$ cat config.mk
export PLATFORM = sky130hd
export DESIGN_NAME = aud_btm_tx
export DESIGN_NICKNAME = d
export VERILOG_FILES = /design/src/rtl/aud_btm_tx.sv
export SDC_FILE = /design/constraint.sdc
export NUM_CORES = 1
export LEC_CHECK = 0
export CAP_MARGIN = 30
export CORE_MARGIN = 4
export CORE_UTILIZATION = 50
export CTS_CLUSTER_DIAMETER = 40
export DETAILED_ROUTE_END_ITERATION = 7
export HOLD_SLACK_MARGIN = 0.08
export PLACE_DENSITY_LB_ADDON = 0.25
export SKIP_LAST_GASP = 1
export SLEW_MARGIN = 20
export SYNTH_ARGS = -nofsm -noshare
export SYNTH_HDL_FRONTEND = slang
export SYNTH_SLANG_ARGS = --single-unit
$ cat constraint.sdc
create_clock -name clk -period 6.45 [get_ports clk]
set_clock_uncertainty 0.05 [all_clocks]
set_input_delay 0.9675 -clock clk [delete_from_list [all_inputs] [get_ports clk]]
set_output_delay 0.9675 -clock clk [all_outputs]
set_load 0.05 [all_outputs]
$ cat src/rtl/aud_btm_tx.sv
// aud_btm_tx -- AUD branch-trace transmitter.
//
// Takes 32-bit branch destination addresses from a valid/ready handshake and
// serialises them as AUD frames: a START symbol carrying the compression mode,
// followed by 1, 2, 4 or 8 address nibbles, LSB nibble first. SYNC is driven
// whenever no frame is in progress. Addresses are compressed against the last
// fully transmitted address, matching the AUD branch-trace receiver.
//
// Parameters
//   PREEMPT    1: a pending address aborts the frame in progress
//   FORCE_FULL 1: always send mode 3 (8 nibbles)
//
// Ports
//   clk          system clock
//   rst          asynchronous active-high reset
//   br_addr      branch address, sampled when br_valid & br_ready
//   br_valid     address offered
//   br_ready     one-entry holding register is empty
//   aud_ck       AUD clock, clk/2
//   aud_nsync    1 = SYNC/START symbol, 0 = address nibble
//   aud_data     AUD symbol
//   busy         frame in progress or holding register full
//   frame_done   one-clk pulse as the last nibble of a frame is driven
//   frame_abort  one-clk pulse as a preempting START is driven
//
// state    | meaning
// ---------+-------------------------------------------
// ST_IDLE  | SYNC on the bus, no frame in progress
// ST_START | START symbol on the bus
// ST_DATA  | address nibble on the bus
module aud_btm_tx #(
    parameter bit PREEMPT    = 1'b0,
    parameter bit FORCE_FULL = 1'b0
) (
    input  logic        clk,
    input  logic        rst,
    input  logic [31:0] br_addr,
    input  logic        br_valid,
    output logic        br_ready,
    output logic        aud_ck,
    output logic        aud_nsync,
    output logic [3:0]  aud_data,
    output logic        busy,
    output logic        frame_done,
    output logic        frame_abort
);

    localparam logic [3:0] SYNC_SYM = 4'b0011;

    typedef enum logic [1:0] {
        ST_IDLE,
        ST_START,
        ST_DATA
    } state_t;

    state_t      state_q, state_d;
    logic        ph_q;
    logic        hold_full_q, hold_full_d;
    logic [31:0] hold_addr_q, hold_addr_d;
    logic [31:0] addr_q, addr_d;
    logic [31:0] last_q, last_d;
    logic [3:0]  cnt_q, cnt_d;      // nibbles of the current frame still to drive
    logic [2:0]  idx_q, idx_d;      // index of the next nibble to drive
    logic        nsync_q, nsync_d;
    logic [3:0]  data_q, data_d;
    logic        done_q, done_d;
    logic        abort_q, abort_d;

    logic        bnd;
    logic        accept;
    logic        take;
    logic        load;
    logic        drive;
    logic [1:0]  new_mode;
    logic [3:0]  nib;

    // Symbols change only on the edge where ph rises, i.e. when ph is still 0.
    assign bnd    = ~ph_q;
    assign accept = br_valid & ~hold_full_q;
    assign nib    = addr_q[{idx_q, 2'b00} +: 4];

    always_comb begin
        new_mode = 2'd3;
        if (!FORCE_FULL) begin
            if (hold_addr_q[31:4] == last_q[31:4])
                new_mode = 2'd0;
            else if (hold_addr_q[31:8] == last_q[31:8])
                new_mode = 2'd1;
            else if (hold_addr_q[31:16] == last_q[31:16])
                new_mode = 2'd2;
        end
    end

    always_comb begin
        state_d = state_q;
        addr_d  = addr_q;
        last_d  = last_q;
        cnt_d   = cnt_q;
        idx_d   = idx_q;
        nsync_d = nsync_q;
        data_d  = data_q;
        done_d  = 1'b0;
        abort_d = 1'b0;
        take    = 1'b0;
        load    = 1'b0;
        drive   = 1'b0;

        if (bnd) begin
            unique case (state_q)
                ST_IDLE: begin
                    if (hold_full_q) begin
                        load = 1'b1;
                    end else begin
                        nsync_d = 1'b1;
                        data_d  = SYNC_SYM;
                    end
                end
                ST_START: drive = 1'b1;
                ST_DATA: begin
                    if (cnt_q == 4'd0) begin
                        if (hold_full_q) begin
                            load = 1'b1;
                        end else begin
                            state_d = ST_IDLE;
                            nsync_d = 1'b1;
                            data_d  = SYNC_SYM;
                        end
                    end else if (PREEMPT && hold_full_q) begin
                        // last_q is left alone: the receiver reverts to it.
                        abort_d = 1'b1;
                        load    = 1'b1;
                    end else begin
                        drive = 1'b1;
                    end
                end
                default: begin
                    state_d = ST_IDLE;
                    nsync_d = 1'b1;
                    data_d  = SYNC_SYM;
                end
            endcase
        end

        if (drive) begin
            state_d = ST_DATA;
            nsync_d = 1'b0;
            data_d  = nib;
            idx_d   = idx_q + 3'd1;
            cnt_d   = cnt_q - 4'd1;
            if (cnt_q == 4'd1) begin
                done_d = 1'b1;
                last_d = addr_q;
            end
        end

        if (load) begin
            take    = 1'b1;
            state_d = ST_START;
            addr_d  = hold_addr_q;
            cnt_d   = 4'd1 << new_mode;
            idx_d   = 3'd0;
            nsync_d = 1'b1;
            data_d  = {2'b10, new_mode};
        end
    end

    // take implies the register was already full, so accept and take never
    // coincide; the accept term still wins if they ever did.
    assign hold_full_d = accept | (hold_full_q & ~take);
    assign hold_addr_d = accept ? br_addr : hold_addr_q;

    always_ff @(posedge clk or posedge rst) begin
        if (rst) begin
            state_q     <= ST_IDLE;
            ph_q        <= 1'b0;
            hold_full_q <= 1'b0;
            hold_addr_q <= '0;
            addr_q      <= '0;
            last_q      <= '0;
            cnt_q       <= '0;
            idx_q       <= '0;
            nsync_q     <= 1'b1;
            data_q      <= SYNC_SYM;
            done_q      <= 1'b0;
            abort_q     <= 1'b0;
        end else begin
            state_q     <= state_d;
            ph_q        <= ~ph_q;
            hold_full_q <= hold_full_d;
            hold_addr_q <= hold_addr_d;
            addr_q      <= addr_d;
            last_q      <= last_d;
            cnt_q       <= cnt_d;
            idx_q       <= idx_d;
            nsync_q     <= nsync_d;
            data_q      <= data_d;
            done_q      <= done_d;
            abort_q     <= abort_d;
        end
    end

    assign aud_ck      = ph_q;
    assign aud_nsync   = nsync_q;
    assign aud_data    = data_q;
    assign br_ready    = ~hold_full_q;
    assign busy        = (state_q != ST_IDLE) | hold_full_q;
    assign frame_done  = done_q;
    assign frame_abort = abort_q;

endmodule

== Word level (Yosys, flattened, before mapping) ==
Index checks and enable logic that the tools add are counted.

* Input bits: 35
* Word-level logic and storage cells: 76
* Output and inout port bits: 10
* Bits in registers: 113

* Shift operators: 2
* Bitwise operators: 7
* Eq/ne operators: 11
* Multiplexer cells: 35
* Reduce and logical (&&, ||, !) cells: 8
* $add $sub $neg: 2

{| class="wikitable"
|+ Operators by type and width
! kind !! number
|-
| 32-bit by 6-bit indexed part select with 4-bit output || 1
|-
| 28-bit == test || 1
|-
| 4-bit 2-to-1 mux || 7
|-
| 24-bit == test || 1
|-
| 16-bit == test || 1
|-
| 1-bit 2-to-1 mux || 14
|-
| 2-bit 2-to-1 mux || 7
|-
| 4-bit one-hot mux with 3 select lines || 1
|-
| 4-bit != test, second input constant || 2
|-
| 3-bit 2-to-1 mux || 2
|-
| 3-bit by 1-bit != test with 1-bit output, second input constant || 2
|-
| 4-bit by 1-bit == test with 1-bit output, second input constant || 1
|-
| 4-bit zero test || 1
|-
| 1-bit one-hot mux with 2 select lines || 2
|-
| 2-bit one-hot mux with 2 select lines || 1
|-
| 4-bit AND reduction || 1
|-
| 2-bit nonzero test || 2
|-
| 1-bit by 2-bit left shift with 4-bit output, first input constant || 1
|-
| 4-bit by 1-bit subtractor with 4-bit output, second input constant || 1
|-
| 3-bit by 1-bit adder with 3-bit output, second input constant || 1
|-
| 3-bit != test, second input constant || 1
|-
| 1-bit NOT || 3
|-
| 1-bit one-hot mux with 3 select lines || 1
|-
| 3-bit AND reduction || 1
|-
| other kinds (7) || 9
|}

== Depth between registers and ports, before layout ==
* Depth in word-level cells: 8
* Gate-level depth with buffers: 8
* Depth with buffers taken out: 7

== Least setup slack after synthesis ==
Ideal clock, no wire load.

* Path kind: reg-to-output
* Start: reg hold_full_q
* End: out busy
* Path buffers: 0
* Stages on the path, launching flop included: 3
* Data required time: 5.432 ns
* Path slack: 4.300 ns
* Arrival: 1.133 ns
* Path through: dfrtp_1 -> inv_1 -> nand2_1

* Word-level cells in the longest chain between the ends: 1

{| class="wikitable"
|+ Ends and longest elaborated chain
! item !! RTL line !! source
|-
| start, declared || 58 || <nowiki>logic hold_full_q, hold_full_d;</nowiki>
|-
| start signal, assigned || 189 || <nowiki>hold_full_q <= hold_full_d;</nowiki>
|-
| 1-bit bitwise OR || 206 || <nowiki>assign busy = (state_q != ST_IDLE) | hold_full_q;</nowiki>
|-
| end, declared || 43 || <nowiki>output logic busy,</nowiki>
|}

Every way passes these cells.

== Worst setup path in the final report ==
* Start: reg state_q[0]
* End: out busy

* Word-level cells in the longest chain between the ends: 2

{| class="wikitable"
|+ Ends and longest elaborated chain
! item !! RTL line !! source
|-
| start, declared || 56 || <nowiki>state_t state_q, state_d;</nowiki>
|-
| start signal, assigned || 187 || <nowiki>state_q <= state_d;</nowiki>
|-
| 2-bit nonzero test || 206 ||
|-
| 1-bit bitwise OR || 206 ||
|}

Every way passes these cells.

==> impl_metrics.tcl <==
set metrics [dict create \
    run_status "finished clean" \
    finalHoldViolations 0 \
    cts_setup_buffers 0 \
    grt_usage 0.180 \
    holdCritStartpoint "hold_addr_q[0]" \
    gp_congestion 0.775 \
    drt_first_pass_iters 4 \
    timing.rr.end "last_q[31]" \
    fp.dieW_um 107 \
    cts-resized-gates 0 \
    start_util 0.521 \
    layout_commonest_cell "nand2_1" \
    crit_path_end_kind "output port" \
    period_share 0.457 \
    layout_common_cells "nand2_1, dfrtp_1, mux2_2" \
    ioPinCount 45 \
    synthMuxAreaShare 0.184 \
    path_class "reg2out" \
    setup_viol 0 \
    synth_xor_area_frac 0.0592 \
    drtAntennaViolNets 0 \
    grt.met1_usage 0.228 \
    synthesis.area_sq_um 4890 \
    grt_max_degree 60 \
    antenna_found_initial 0 \
    root_buffer "clkbuf_8" \
    port-buffer-count 43 \
    grt_pass1_wl_mm 16.1 \
    avgRoutedWirePerCell_um 16.2 \
    synth_compound_area_frac 0.0287 \
    grt_pass1_vias 3254 \
    dieArea_sq_um 11400 \
    use_met2 0.312 \
    synth_seq_cells 109 \
    yosysWarnings 0 \
    antennaDiodeCount 0 \
    startpoint "state_q[0]" \
    final-max-slew-violation-count 0 \
    synth_top_family_by_area "multiplexers" \
    r2r_slack_ns 3.66 \
    synth_nets 458 \
    tightest_slew_ns 0.835 \
    slew_headroom 0.442 \
    cts_max_level 3 \
    cp-start-kind "register" \
    crit_end "busy" \
    wirelength_mm 9.53 \
    cp.required_ns 5.43 \
    post-route-drc-count 0 \
    core_sq_um 9370 \
    cp.arrival_ns 1.93 \
    overflow 0 \
    leakage_nw 2.55 \
    clock_latency_ns 0.37 \
    clockBufferDepth 2 \
    drive_gt1_frac 0.194 \
    worst_hold_slack_ns 0.433 \
    vias 3117 \
    yosys.area_share.simple 0.118 \
    yosys.cell_types.count 36 \
    cts_hold_buffers 0 \
    syn_inst 416 \
    use_met3 0.0439 \
    hold_path_class "reg2reg" \
    clk_pin_slew_ns 0.10 \
    cts_made_buffers 9 \
    ys_seq_area_frac 0.559 \
    nNetsFinal 496 \
    first_iter_violations 178 \
    reg2reg_from "state_q[1]" \
    synth_fa_ha_area_frac 0.0179 \
    grt_setup_unrepaired "no" \
    post-route-min-period_ns 2.95 \
    finalSetupTns_ns 0 \
    r2r.worst_path.cells 6 \
    hpwl_mm 6.55 \
    cts_tree "yes" \
    fin_util 0.597 \
    vias_per_cell 5.30 \
    area_delta_synth_final_pct 14.6 \
    maxCapViolations 0 \
    clkSinkCount 109 \
    die_h_um 107 \
    syn_area_per_cell_sq_um 11.7 \
    holdPathStages 2 \
    rows 35 \
    max_freq_ghz 0.339 \
    peakVddDrop_mv 0.227 \
    p_per_area_nw_per_um2 429 \
    critical_path.max_fanout 4 \
    top_usage_layer "met2" \
]
how the worst min path moves through the flow:
| stage | to | slack, ns |
|---|---|---|
| floorplan | addr_q[0] | 0.38 |
| global placement | addr_q[0] | 0.41 |
| detailed placement | addr_q[0] | 0.41 |
| CTS | addr_q[0] | 0.44 |
| global route | addr_q[3] | 0.47 |
| finish | addr_q[0] | 0.43 |
report_power, final:
group | internal [mW] | total, mW | switching (mW)
clock | 0.151 | 0.395 | 0.244
combinational | 0.433 | 0.760 | 0.327
sequential | 0.977 | 1.25 | 0.272
total | 1.56 | 2.40 | 0.843
sequential cells by signal, summed over array words and instances, names as in the netlist:
signal       count
state_q          2
addr_q          32
cnt_q            4
idx_q            3
last_q          28
hold_full_q      1
aud_nsync        1
hold_addr_q     32
frame_done       1
aud_ck           1
aud_data         4
cells by family (layout without fill, tap and decap cells):
family,after synthesis,in the layout
buf+inv,33,76
simple gates,138,138
compound gates,23,23
other cells,1,1
xor+xnor,33,33
fa+ha+maj,7,7
mux,72,72
flops,109,109
synthesized netlist by cell type (all sizes together):
library cell,instances,share of area
a32o,1,0.0023
xor2,3,0.0054
inv,13,0.010
a21oi,7,0.0072
clkbuf,4,0.0031
and3b,1,0.0018
dfrtp,106,0.54
ha,7,0.018
mux4,8,0.037
mux2i,2,0.0041
and3,1,0.0013
nor3,2,0.0020
o22ai,4,0.0051
nand4,9,0.012
nor2,11,0.0085
conb,1,0.00077
a31oi,1,0.0013
o21ai,5,0.0051
nor2b,2,0.0026
nor3b,2,0.0031
or3b,1,0.0018
nand3,2,0.0031
mux2,62,0.14
buf,16,0.020
xnor2,30,0.054
nand2,107,0.082
a211oi,2,0.0031
o211ai,2,0.0031
o21a,1,0.0015
dfstp,3,0.016
layout make-up:
type | instances | area, sq um
fillers | 820 | 3770
repair buffers | 47 | 460
inverters | 13 | 51.3
flip-flops and latches | 109 | 2730
well taps | 129 | 161
multi-input cells | 274 | 2000
clock buffers | 9 | 124
clock inverters | 7 | 68.8
layer usage:
| layer | vias to the layer above | share of wire |
|---|---|---|
| li1 | 1463 | - |
| met1 | 1582 | 0.43 |
| met2 | 60 | 0.52 |
| met3 | 12 | 0.040 |
| met4 | 0 | 0.013 |
| met5 | - | 0 |
critical path: stages (launching register included):
cell and delay (ns):
dfrtp_1 0.38, inv_1 0.07, ha_1 0.25, nand2_1 0.08
clkdlybuf4s50_1 0.79
metrics by stage:
step | power [mW] | instances | instance area (sq um) | setup WS [ns]
after detailed placement | 2.03 | 572 | 5410 | 3.67
final | 2.40 | 588 | 5600 | 3.50
after global placement | 1.99 | 572 | 5410 | 3.78
after CTS | 2.43 | 588 | 5600 | 3.49
after floorplan | 1.79 | 416 | 4890 | 2.56
after global routing | 2.58 | 588 | 5600 | 3.41
Note: power is estimated with default switching activity, not from simulation.
